## src/rtl/wvb_reader.sv

```systemverilog
// Drains completed waveforms from the WVB: emits each 160-bit header as five
// 32-bit words, then streams the event's samples from RAM through a 2-entry skid.
module wvb_reader #(
    parameter int P_ADR_WIDTH  = 12,
    parameter int P_DATA_WIDTH = 22,
    parameter int P_HDR_WIDTH  = 160
) (
    input  logic                   clk,
    input  logic                   rst,
    input  logic                   enable,
    input  logic                   hdr_empty,
    input  logic [P_HDR_WIDTH-1:0] hdr_data,
    output logic                   hdr_rdreq,
    output logic [P_ADR_WIDTH-1:0] wvb_rd_addr,
    input  logic [P_DATA_WIDTH-1:0] wvb_data,
    output logic [31:0]            dout,
    output logic                   dout_valid,
    input  logic                   dout_ready,
    output logic                   dout_last,
    output logic                   rd_done,
    output logic [P_ADR_WIDTH-1:0] rd_stop_addr,
    output logic                   busy,
    output logic [15:0]            evt_count
);

    localparam int LTC_W    = 48;
    localparam int START_HI = P_HDR_WIDTH - LTC_W - 1;
    localparam int STOP_HI  = START_HI - P_ADR_WIDTH;

    typedef enum logic [1:0] {IDLE, HDR, SAMP, DONE} state_t;

    state_t                 state;
    logic [P_HDR_WIDTH-1:0] hdr_sh;
    logic [2:0]             hdr_idx;
    logic [P_ADR_WIDTH-1:0] stop_addr;
    logic [P_ADR_WIDTH:0]   rd_left;
    logic                   inflight;
    logic                   inflight_last;
    logic [1:0]             cnt;
    logic [31:0]            d1;
    logic                   l1;

    logic                   pop;
    logic                   hdr_push;
    logic                   push;
    logic [31:0]            push_data;
    logic                   push_last;
    logic [1:0]             nxt_cnt;
    logic [1:0]             wpos;
    logic                   issue;

    // dout/dout_last are the skid head; d1/l1 is the second entry.
    always_comb begin
        pop       = dout_valid & dout_ready;
        hdr_push  = (state == HDR) && ((cnt != 2'd2) || pop);
        push      = hdr_push | inflight;
        push_data = hdr_push ? hdr_sh[P_HDR_WIDTH-1 -: 32]
                             : {{(32-P_DATA_WIDTH){1'b0}}, wvb_data};
        push_last = ~hdr_push & inflight_last;
        nxt_cnt   = cnt + {1'b0, push} - {1'b0, pop};
        wpos      = cnt - {1'b0, pop};
        // A read may only be issued if its data, arriving next cycle, is sure to find a free slot.
        issue     = (nxt_cnt != 2'd2) &&
                    (((state == SAMP) && (rd_left != '0)) || (hdr_push && (hdr_idx == 3'd4)));
    end

    always_ff @(posedge clk) begin
        if (!rst) begin
            state         <= IDLE;
            hdr_sh        <= '0;
            hdr_idx       <= '0;
            stop_addr     <= '0;
            rd_left       <= '0;
            inflight      <= 1'b0;
            inflight_last <= 1'b0;
            cnt           <= '0;
            d1            <= '0;
            l1            <= 1'b0;
            hdr_rdreq     <= 1'b0;
            wvb_rd_addr   <= '0;
            dout          <= '0;
            dout_valid    <= 1'b0;
            dout_last     <= 1'b0;
            rd_done       <= 1'b0;
            rd_stop_addr  <= '0;
            busy          <= 1'b0;
            evt_count     <= '0;
        end else begin
            hdr_rdreq     <= 1'b0;
            rd_done       <= 1'b0;
            cnt           <= nxt_cnt;
            dout_valid    <= (nxt_cnt != 2'd0);
            inflight      <= issue;
            inflight_last <= issue && (rd_left == {{P_ADR_WIDTH{1'b0}}, 1'b1});

            if (pop) begin
                dout      <= d1;
                dout_last <= l1;
                l1        <= 1'b0;
            end
            if (push) begin
                if (wpos == 2'd0) begin
                    dout      <= push_data;
                    dout_last <= push_last;
                end else begin
                    d1 <= push_data;
                    l1 <= push_last;
                end
            end

            if (issue) begin
                wvb_rd_addr <= wvb_rd_addr + 1'b1;
                rd_left     <= rd_left - 1'b1;
            end

            case (state)
                IDLE: begin
                    if (enable && !hdr_empty) begin
                        hdr_rdreq   <= 1'b1;
                        hdr_sh      <= hdr_data;
                        hdr_idx     <= '0;
                        wvb_rd_addr <= hdr_data[START_HI -: P_ADR_WIDTH];
                        stop_addr   <= hdr_data[STOP_HI -: P_ADR_WIDTH];
                        rd_left     <= {1'b0, hdr_data[STOP_HI -: P_ADR_WIDTH]
                                              - hdr_data[START_HI -: P_ADR_WIDTH]}
                                       + {{P_ADR_WIDTH{1'b0}}, 1'b1};
                        busy        <= 1'b1;
                        state       <= HDR;
                    end
                end
                HDR: begin
                    if (hdr_push) begin
                        hdr_sh  <= hdr_sh << 32;
                        hdr_idx <= hdr_idx + 3'd1;
                        if (hdr_idx == 3'd4) state <= SAMP;
                    end
                end
                SAMP: begin
                    // Only the final sample ever carries the last flag.
                    if (pop && dout_last) begin
                        rd_done      <= 1'b1;
                        rd_stop_addr <= stop_addr;
                        evt_count    <= evt_count + 16'd1;
                        state        <= DONE;
                    end
                end
                DONE: begin
                    busy  <= 1'b0;
                    state <= IDLE;
                end
                default: state <= IDLE;
            endcase
        end
    end

endmodule

```

## config.mk

```make
export PLATFORM = sky130hd
export DESIGN_NAME = wvb_reader
export DESIGN_NICKNAME = d
export VERILOG_FILES = /design/src/rtl/wvb_reader.sv
export SDC_FILE = /design/constraint.sdc
export NUM_CORES = 1
export LEC_CHECK = 0
export BUFFER_PORTS_ARGS = -buffer_cell sky130_fd_sc_hd__buf_2
export CAP_MARGIN = 25
export CORE_ASPECT_RATIO = 0.9
export CORE_UTILIZATION = 49
export DETAILED_ROUTE_END_ITERATION = 8
export GPL_ROUTABILITY_DRIVEN = 0
export PLACE_DENSITY_LB_ADDON = 0.3
export SYNTH_ARGS = -nofsm -noshare
export SYNTH_HDL_FRONTEND = slang
export SYNTH_SLANG_ARGS = --single-unit
```

## constraint.sdc

```tcl
create_clock -name clk -period 5.3 [get_ports clk]
set_clock_uncertainty 0.1 [all_clocks]
set_input_delay 0.53 -clock clk [delete_from_list [all_inputs] [get_ports clk]]
set_output_delay 0.53 -clock clk [all_outputs]
set_load 0.05 [all_outputs]
```

==> impl_metrics.tcl, run 1 <==
set metrics [dict create \
    status "finished, final reports clean" \
    stdcell_area_um2 16400 \
    dp_hpwl_um 25700 \
    vias_per_cell 5.46 \
    timing.hold.ws_ns 0.163 \
    final_layout_size_suffix_gt1_frac 0.198 \
    slowest_delay_ns 0.62 \
    drt_first_iter_violations 868 \
    tightest_slew_ns 1.08 \
    grt_antenna_before_repair 3 \
    grt_pass1_vias 10800 \
    avgSynthCellArea_um2 8.72 \
    synth_fp_nets 1789 \
    p_leak_nw 6.58 \
    min_period_ns 4.26 \
    ys_ff_latch 304 \
    ys_seq_area_frac 0.443 \
    cts.sinks 304 \
    fill_cells 2444 \
    hold_path_class "in2reg" \
    detail-route-antenna-nets 0 \
    track_usage 0.250 \
    portBuffers 263 \
    coreArea_um2 27300 \
    row_count 57 \
    setup_violations 0 \
    grt_pass1_wl_um 57200 \
    placed_area_um2 15300 \
    rsz0062_at_grt "false" \
    dominantRegCellSynth "dfxtp_1" \
    vias 11800 \
    die_w_um 179 \
    design.die.area_um2 28700 \
    report.final.slew_viol_count 0 \
    hold_buffers 0 \
    cap_violations 0 \
    critPathRequiredTime_ns 5.60 \
    post_drt_wl_per_cell_um 16.9 \
    initial_core_util 0.503 \
    cp.arrival_ns 4.56 \
    synth_edf_count 0 \
    grt.overflow.total 0 \
    total_power_mw 9.75 \
    clock_path_buffers 3 \
    critical_path.cell_chain "nand2_2 > clkinv_1 > or3_1 > and2_1 > nor2_1 > ha_1 > inv_1 > ha_1 > xnor2_1 > xnor2_1 > o22a_1 > nand2_2 > or4b_1 > xor2_1 > a2111oi_2" \
    multi_input_area_um2 7090 \
    fin_setup_tns_ns 0 \
    p_per_area_nw_per_um2 596 \
    synth_cell_types 65 \
    critical_path.top_delay_family "simple AND/OR/NAND/NOR gates" \
    numCtsBuffers 34 \
    num_io_pins 264 \
    die_height_um 161 \
    cts_tree "yes" \
    drt-total-wl_um 36500 \
    cts_setup_buffers 0 \
    cts_root_buffer "clkbuf_16" \
    r2r-start "dout_valid$_SDFF_PN0_" \
    hold_viol_final 0 \
    layout.nets 1990 \
    relSlewSlack 0.282 \
    yosys_warnings 0 \
    critPathBufInv 2 \
    post-route-drc-count 0 \
    critical_path.startpoint "dout_valid$_SDFF_PN0_" \
    worstPathMaxFanout 18 \
    area_growth_pct 19.0 \
    h-tree-depth 2 \
    hold_start "hdr_data[12]" \
    finalCritPeriodShare 0.804 \
    netlist_instances 1577 \
    clk_pin_slew_ns 0.06 \
    critPathKind "reg2reg" \
    seq_area_um2 6090 \
    clk_latency_ns 0.51 \
    critPathLaunchType "register" \
    grt_max_degree 168 \
    critPathSlowestCell "o22a_1" \
    regToRegSetupSlack_ns 1.04 \
    synth_area_um2 13700 \
    drt_first_pass_iters 5 \
    cts_resized 0 \
    postSynth.asyncResetShare 0 \
    max_freq_mhz 235 \
    max-vdd-ir-drop_mv 0.389 \
    end_kind "register" \
]
-- per-layer routing --
| metal | wire [µm] | share of wire | up-vias | GRT usage |
|---|---|---|---|---|
| met1 | 17300 | 0.47 | 5310 | 0.358 |
| li1 | - | - | 6005 | - |
| met5 | 0 | 0 | - | 0 |
| met4 | 1370 | 0.038 | 0 | 0.105 |
| met3 | 2200 | 0.060 | 90 | 0.0407 |
| met2 | 15700 | 0.43 | 385 | 0.371 |
-- cell type report --
class,instances,share of cell area
repair buffers,284,0.0916
clock buffers,50,0.0600
well taps,354,0.0271
clock inverters,9,0.00757
inverters,33,0.00803
diodes,3,0.000459
multi-input cells,1121,0.433
flip-flops and latches,304,0.372
-- final timing paths --
path                                                       to  cells past startpoint
worst min-delay path                  hdr_sh[12]$_SDFFE_PN0P_                      3
worst max-delay path                    rd_left[9]$_SDFF_PN0_                     15
worst max register to register          rd_left[9]$_SDFF_PN0_                     15
worst min register to register  rd_stop_addr[10]$_SDFFE_PN0P_                      2
-- placed cells by master, fill, tap and decap left out, types with 3 or more instances in the layout --
| master | Yosys | layout |
|---|---|---|
| a211oi_1 | 180 | 180 |
| nand2_1 | 189 | 189 |
| nor4_1 | 4 | 4 |
| clkinv_2 | 0 | 5 |
| dfxtp_1 | 304 | 304 |
| clkbuf_8 | 0 | 5 |
| o21ai_0 | 30 | 30 |
| and2_1 | 6 | 6 |
| nand2_2 | 3 | 3 |
| bufinv_16 | 0 | 3 |
| or3_1 | 5 | 5 |
| a22oi_1 | 42 | 42 |
| ha_1 | 24 | 23 |
| nand4_1 | 7 | 7 |
| buf_2 | 14 | 263 |
| xnor2_1 | 29 | 29 |
| clkbuf_1 | 92 | 10 |
| clkbuf_16 | 0 | 35 |
| buf_4 | 1 | 19 |
| and4_1 | 3 | 3 |
| nor2_1 | 245 | 243 |
| nand2b_1 | 5 | 5 |
| nand3_1 | 20 | 20 |
| inv_1 | 32 | 31 |
| o211ai_1 | 12 | 12 |
| a21oi_1 | 57 | 57 |
| nor3_1 | 13 | 12 |
| diode_2 | 0 | 3 |
| nor2b_1 | 4 | 4 |
| and3_1 | 35 | 35 |
| xor2_1 | 24 | 24 |
| mux2i_1 | 142 | 142 |
-- report_power, final --
group | total, mW | internal [mW] | leakage [nW] | switching [mW]
sequential | 3.32 | 2.93 | 2.49 | 0.397
combinational | 4.08 | 1.50 | 3.54 | 2.57
clock | 2.35 | 1.43 | 0.546 | 0.926
-- logic make-up after synthesis --
group | after synthesis | share of synthesized area
mux | 142 | 0.103
buf+inv | 152 | 0.0441
xor+xnor | 53 | 0.0338
fa+ha+maj | 25 | 0.0233
flops | 304 | 0.443
simple gates | 550 | 0.171
compound gates | 351 | 0.181
-- per-stage QoR --
stage | std cells | worst slack [ns] | utilization
floorplan | 1577 | 1.54 | -
global placement | 2096 | 0.978 | 0.558
detailed placement | 2096 | 0.769 | 0.558
CTS | 2155 | 1.04 | 0.599
global route | 2158 | 0.745 | 0.599
finish | 2158 | 1.04 | 0.599
-- cell usage after synthesis (all sizes together), types with 7 or more instances --
cell type  count  share of area
nand3         20         0.0073
o211ai        12         0.0066
buf           27          0.010
nand4          7         0.0032
nor3          13         0.0047
a211oi       180          0.098
nor2         245          0.067
xnor2         29          0.018
a21oi         58          0.022
inv           32         0.0087
nand2        192          0.053
and3          35          0.016
xor2          24          0.015
ha            24          0.022
clkbuf        92          0.025
a22oi         42          0.023
o21ai         32          0.012
dfxtp        304           0.44
mux2i        142           0.10
-- state kept, by name (all words and copies together), names as in the netlist, 2 cells and up --
register      cells
hdr_sh          160
hdr_idx           3
dout             32
d1               32
rd_stop_addr     12
evt_count        16
stop_addr        12
state             2
wvb_rd_addr      12
rd_left          13
cnt               2
-- worst register-to-register path: stages, from the launching register on --
cell       delay, ns
dfxtp_1         0.32
nand2_2         0.07
clkinv_1        0.10
or3_1           0.36
and2_1          0.23
nor2_1          0.26
ha_1            0.30
inv_1           0.06
ha_1            0.15
xnor2_1         0.15
xnor2_1         0.17
o22a_1          0.62
nand2_2         0.15
or4b_1          0.59
xor2_1          0.19
a2111oi_2       0.34
Power figures use the tool's default switching activity.
==> inputs of run 2 (changes only) <==
--- a/config.mk
+++ b/config.mk
@@ -5,6 +5,7 @@
 export SDC_FILE = /design/constraint.sdc
 export NUM_CORES = 1
 export LEC_CHECK = 0
+export ABC_AREA = 1
 export BUFFER_PORTS_ARGS = -buffer_cell sky130_fd_sc_hd__buf_2
 export CAP_MARGIN = 25
 export CORE_ASPECT_RATIO = 0.9
==> constraint.sdc (replaced) <==
create_clock -name clk -period 3.47 [get_ports clk]
set_clock_uncertainty 0.1 [all_clocks]
set_input_delay 0.347 -clock clk [delete_from_list [all_inputs] [get_ports clk]]
set_output_delay 0.347 -clock clk [all_outputs]
set_load 0.05 [all_outputs]
==> run 2 against run 1 <==
Against the previous run: synthesized cell count is 28% higher; sequential cell count stayed put; count of clock-buffer cells in the layout is 3 higher; non-clock buffer count is 66 higher; via count is 20% higher; cell area is 5.6% higher; worst setup slack worse by 0.49 ns; sequential share of layout area is 2.0 points lower; clock power is 59% higher; combinational power is 27% higher; critical endpoint is now rd_left[6]$_SDFF_PN0_; die area is 1.7% higher.
==> impl_metrics.tcl, run 2 <==
set metrics [dict create \
    status "finished, final reports clean" \
    yosys_warnings 0 \
    hold_path_class "in2reg" \
    ys_seq_area_frac 0.435 \
    area_growth_pct 23.5 \
    drt-total-wl_um 41300 \
    postSynth.asyncResetShare 0 \
    dr.max_layer_used "met5" \
    fin_setup_tns_ns 0 \
    cap_violations 0 \
    max_freq_mhz 342 \
    synth_area_um2 14000 \
    critical_path.cell_chain "inv_1 > ha_4 > inv_4 > a31oi_4 > nor2_1 > ha_1 > inv_1 > ha_1 > xor2_1 > xor2_1 > nand2_1 > nand2_2 > buf_4 > nor2_1 > nand2_1 > o21ai_0 > nand2_1 > nor2_1 > nor2_1" \
    design.die.area_um2 29200 \
    numCtsBuffers 34 \
    ys_top_cells_by_count "nand2_1, dfxtp_1, o21ai_0" \
    report.final.slew_viol_count 0 \
    p_leak_nw 7.73 \
    layout.nets 2486 \
    combPwrFrac 0.370 \
    tightest_slew_ns 0.764 \
    slowest_delay_ns 0.32 \
    synth_top_area_share 0.435 \
    dp_slack_ns 0.516 \
    track_usage 0.277 \
    critPathRequiredTime_ns 3.78 \
    reg_top3 "hdr_sh x160, d1 x32, dout x32" \
    portBuffers 263 \
    synth_edf_count 0 \
    wl_met3_um 2960 \
    cts_resized 0 \
    fin_ws_ns 0.544 \
    die_height_um 162 \
    grt_max_degree 185 \
    netSwitchingPower_mw 5.67 \
    die_w_um 180 \
    p_per_area_nw_per_um2 811 \
    final_common_cell "nand2_1" \
    p_clk_frac 0.267 \
    max-vdd-ir-drop_mv 0.621 \
    cp.arrival_ns 3.23 \
    final_layout_size_suffix_gt1_frac 0.161 \
    critPathLaunchType "register" \
    synthTopCellsByArea "dfxtp_1, nand2_1, o21ai_0, a31oi_1, a21oi_1" \
    setup_violations 0 \
    critPathKind "reg2reg" \
    avgSynthCellArea_um2 6.95 \
    detail-route-antenna-nets 0 \
    seq_power_share 0.363 \
    clock_path_buffers 3 \
    h-tree-depth 2 \
    min_period_ns 2.93 \
    fill_cells 2613 \
    drt_first_pass_iters 5 \
    synth_fp_nets 2226 \
    dominantRegCellSynth "dfxtp_1" \
    critPathSlowestCell "dfxtp_1" \
    critPathBufInv 4 \
    end_kind "register" \
    num_io_pins 264 \
    relSlewSlack 0.491 \
    intPower_mw 8.34 \
    timing.hold.ws_ns 0.0151 \
    critical_path.top_delay_family "simple AND/OR/NAND/NOR gates" \
    dr_wl_met2_um 17800 \
    vias 14100 \
    grt.overflow.total 0 \
    coreArea_um2 28000 \
    rsz0062_at_grt "false" \
    vias_per_cell 5.31 \
    worstPathMaxFanout 13 \
    largest_reg_flops 160 \
    clk_pin_slew_ns 0.06 \
    total_power_mw 14.0 \
    wl_met1_um 19000 \
    cts_tree "yes" \
    yosys.area.top_type "dfxtp_1" \
    cts_root_buffer "clkbuf_16" \
    netlist_instances 2014 \
    regMostFlops "hdr_sh" \
    synth.most_common_cell "nand2_1" \
    grt_pass1_wl_um 66000 \
    clk_latency_ns 0.51 \
    hold_viol_final 0 \
    ys_ff_latch 304 \
    post-route-drc-count 0 \
    initial_core_util 0.499 \
    grt_antenna_before_repair 4 \
    synth_cell_types 43 \
    cts.sinks 304 \
    finalCritPeriodShare 0.843 \
    mostFrequentLayoutCells "nand2_1, dfxtp_1, buf_2" \
    post_drt_wl_per_cell_um 15.5 \
    grt_pass1_vias 12900 \
    cts_setup_buffers 0 \
    drt_first_iter_violations 1220 \
    dp_hpwl_um 29000 \
    switching_share 0.404 \
    critPathMostFrequentCell "nor2_1" \
    row_count 58 \
    final_util 0.617 \
]
==> run 2: cell count changes after synthesis, moves of 27 or more <==
cell and change:
and3_1 -35, a22oi_1 -42, nand2_1 +390, nand3_1 +31, inv_1 +138, a211oi_1 -174, a31oi_1 +115, xnor2_1 -27
a21oi_1 +73, mux2i_1 -138, o21ai_0 +229, nor2_1 -94
==> run 2: power groups by stage <==
stage | clock, mW | sequential [mW] | combinational, mW
4_1_cts | 3.81 | 5.07 | 5.15
2_1_floorplan | 0 | 5.67 | 3.26
3_5_place_dp | 0 | 5.13 | 5.08
5_1_grt | 3.95 | 5.19 | 5.79
6_report | 3.74 | 5.08 | 5.19
3_3_place_gp | 0 | 5.12 | 4.96
==> run 2: worst register-to-register path: cells and delay by family, from the launching register on <==
family	cells	cell delay, ns
AO/OA/AOI/OAI	2	0.31
XOR/XNOR	2	0.31
adder cells (fa/ha/maj)	3	0.60
buffers and inverters	4	0.40
flip-flops	1	0.32
AND/OR/NAND/NOR	8	0.79
==> run 2: area by class of cell <==
class	count	area, µm²	area share
clock inverter	6	95.1	0.00550
sequential	304	6090	0.352
inverter	180	681	0.0394
clock buffer	53	1090	0.0633
timing repair buffer	350	2160	0.125
tap	360	450	0.0261
antenna	2	5.00	0.000290
multi-input combinational	1404	6700	0.388
==> run 2: logic make-up (layout without fill, tap and decap cells) <==
kind of cell	after synthesis	in the layout	synth area share
other	0	2	0
multiplexers	4	4	0.00286
buffers and inverters	306	589	0.0875
AND/OR/NAND/NOR	826	826	0.235
XOR/XNOR	18	18	0.0113
adder cells (fa/ha/maj)	25	25	0.0229
flip-flops	304	304	0.435
AO/OA/AOI/OAI	531	531	0.205
==> run 2: timing repair <==
item                       4_1_cts  5_1_grt
hold endpoints to repair        61        0
setup endpoints to repair        0        0
hold buffers                    61        0
==> run 2: metal layers <==
| metal | GRT usage | up-vias |
|---|---|---|
| met2 | 0.425 | 539 |
| met3 | 0.0453 | 94 |
| met4 | 0.109 | 4 |
| li1 | - | 7134 |
| met5 | 0 | - |
| met1 | 0.391 | 6339 |
==> run 2: path summary, 6_finish.rpt <==
path / from / to / slack [ns] / depth (start not counted)
max: state[1]$_SDFFE_PN0P_ / rd_left[6]$_SDFF_PN0_ / 0.54 / 19
min: hdr_data[38] / hdr_sh[38]$_SDFFE_PN0P_ / 0.02 / 3
max reg2reg: state[1]$_SDFFE_PN0P_ / rd_left[6]$_SDFF_PN0_ / 0.54 / 19
min reg2reg: stop_addr[2]$_SDFFE_PN0P_ / stop_addr[2]$_SDFFE_PN0P_ / 0.34 / 2
==> run 2: per-stage QoR <==
stage          std cells  area, µm²
2_1_floorplan       2014      14000
3_3_place_gp        2537      15500
3_5_place_dp        2537      15500
4_1_cts             2657      17300
5_1_grt             2659      17300
6_report            2659      17300
==> inputs of run 3 (changes only) <==
--- a/config.mk
+++ b/config.mk
@@ -5,7 +5,7 @@
 export SDC_FILE = /design/constraint.sdc
 export NUM_CORES = 1
 export LEC_CHECK = 0
-export ABC_AREA = 1
+export ABC_AREA = 0
 export BUFFER_PORTS_ARGS = -buffer_cell sky130_fd_sc_hd__buf_2
 export CAP_MARGIN = 25
 export CORE_ASPECT_RATIO = 0.9
==> constraint.sdc (replaced) <==
create_clock -name clk -period 2.65 [get_ports clk]
set_clock_uncertainty 0.1 [all_clocks]
set_input_delay 0.265 -clock clk [delete_from_list [all_inputs] [get_ports clk]]
set_output_delay 0.265 -clock clk [all_outputs]
set_load 0.05 [all_outputs]
==> run 3 against run 2 <==
Against the previous run: the flow now finishes with violations (negative setup slack); clock power grew 24%; register-to-register slack got worse by 1.2 ns; core utilization increased by 3.7 points; non-clock buffer count rose by 70; critical path depth fell by 4; critical endpoint is now rd_left[9]$_SDFF_PN0_; largest cell class unchanged; highest routed layer is now met4.
==> impl_metrics.tcl, run 3 (synthesis gave the netlist of run 1 again) <==
set metrics [dict create \
    status "complete, but fails checks" \
    failed_checks "negative setup slack" \
    dp.cells 2163 \
    critPathRequiredTime_ns 2.95 \
    cts_tree "yes" \
    layout.nets 2126 \
    initial_core_util 0.503 \
    grt_pass1_vias 12200 \
    largest_reg_flops 160 \
    grt_max_degree 83 \
    hold_viol_final 0 \
    cp.arrival_ns 3.62 \
    track_usage 0.276 \
    max_freq_mhz 301 \
    grt.overflow.total 0 \
    p_per_area_nw_per_um2 1150 \
    p_leak_nw 7.27 \
    fill_cells 2272 \
    min_period_ns 3.33 \
    drt_first_pass_iters 5 \
    setup_violations 27 \
    row_count 57 \
    clk_latency_ns 0.50 \
    critical_path.cell_chain "nand2_4 > clkinv_4 > or3_4 > and2_4 > nor2_4 > ha_1 > inv_1 > ha_2 > xnor2_2 > xnor2_1 > o22a_1 > nand2_2 > or4b_4 > xor2_1 > a2111oi_2" \
    max-vdd-ir-drop_mv 0.712 \
    regMostFlops "hdr_sh" \
    cts.sinks 304 \
    reg_top3 "hdr_sh x160, d1 x32, dout x32" \
    final_common_cell "dfxtp_1" \
    vias_per_cell 5.48 \
    final_cells 2292 \
    die_height_um 161 \
    design.die.area_um2 28700 \
    area_growth_pct 29.8 \
    clk_pin_slew_ns 0.06 \
    num_io_pins 264 \
    coreArea_um2 27300 \
    post-route-drc-count 0 \
    report.final.slew_viol_count 0 \
    critical_path.top_delay_family "simple AND/OR/NAND/NOR gates" \
    cap_violations 0 \
    dp_hpwl_um 27700 \
    drt-total-wl_um 40500 \
    tightest_slew_ns 0.707 \
    hold_path_class "in2reg" \
    final_layout_size_suffix_gt1_frac 0.236 \
    drt_first_iter_violations 903 \
    rsz0062_at_grt "true" \
    placed_area_um2 15900 \
    mostFrequentLayoutCells "dfxtp_1, buf_2, nor2_1" \
    finalCritPeriodShare 1.26 \
    critPathSlowestCell "or4b_4" \
    clock_path_buffers 3 \
    fin_ws_ns -0.678 \
    worstPathMaxFanout 2 \
    post_drt_wl_per_cell_um 17.6 \
    slowest_delay_ns 0.49 \
    critPathBufInv 2 \
    relSlewSlack 0.525 \
    grt_antenna_before_repair 2 \
    die_w_um 179 \
    portBuffers 263 \
    critPathKind "reg2reg" \
    vias 12600 \
    end_kind "register" \
    cts_root_buffer "clkbuf_16" \
    h-tree-depth 2 \
    detail-route-antenna-nets 0 \
    fin_setup_tns_ns -12.58 \
    grt_pass1_wl_um 63200 \
    stdcell_area_um2 17800 \
    critPathLaunchType "register" \
    numCtsBuffers 34 \
]
## run 3: cell count changes in the layout (fill, tap and decap cells not counted), moves of 34 or more
cell	delta
mux2i_1	+138
a21oi_1	-74
o21ai_0	-230
nor2_1	+87
nand2_1	-390
and3_1	+34
a211oi_1	+171
a22oi_1	+42
buf_4	+52
inv_1	-139
a31oi_1	-115
## run 3: worst min-delay path, cell delays in order
cell and delay (ns):
buf_2 0.10, mux2i_1 0.12, a211oi_1 0.08
## run 3: layout make-up
cell class	count	area [µm²]	share of cell area
Tap cell	354	443	0.0248
Inverter	33	136	0.00764
Timing Repair Buffer	420	2850	0.160
Clock inverter	5	90.1	0.00505
Antenna cell	2	5.00	0.000280
Sequential cell	304	6090	0.341
Multi-Input combinational cell	1121	7240	0.405
Clock buffer	53	992	0.0556
## run 3: routing by layer
metal  routed length, µm  GRT usage  share of wire  vias up
li1                    -          -              -     6250
met1               18200      0.370           0.45     5796
met2               18200      0.435           0.45      410
met3                2530     0.0466          0.063       95
met4                1570      0.116          0.039        0
met5                   0          0              0        -
## run 3: through the flow
stage / util / total power, mW / setup slack, ns / hold slack (ns)
after floorplan: - / 13.0 / -0.727 / 0.301
final: 0.653 / 20.5 / -0.678 / 0.00806
after global placement: 0.583 / 15.4 / -0.631 / 0.344
after CTS: 0.650 / 20.5 / -0.636 / 0.0000493
after global routing: 0.653 / 21.8 / -0.823 / 0.0166
after detailed placement: 0.584 / 15.6 / -0.698 / 0.343
## run 3: path summary, 6_finish.rpt
kind / end / slack [ns] / depth (start not counted) / startpoint
max reg2reg: rd_left[9]$_SDFF_PN0_ / -0.68 / 15 / dout_valid$_SDFF_PN0_
min reg2reg: rd_stop_addr[7]$_SDFFE_PN0P_ / 0.35 / 2 / stop_addr[7]$_SDFFE_PN0P_
min: hdr_sh[131]$_SDFFE_PN0P_ / 0.008 / 3 / hdr_data[131]
max: rd_left[9]$_SDFF_PN0_ / -0.68 / 15 / dout_valid$_SDFF_PN0_
## run 3: power breakdown
part	internal, mW	switching (mW)
Combinational	3.71	5.50
Sequential	5.86	0.822
Clock	2.77	1.86
## run 3: what timing repair did
item | 4_1_cts | 5_1_grt
setup buffers | 13 | 4
pin swaps | 19 | 14
hold buffers | 57 | 0
setup endpoints to repair | 110 | 58
endpoints found under the hold margin | 57 | 0
resized for setup | 23 | 17
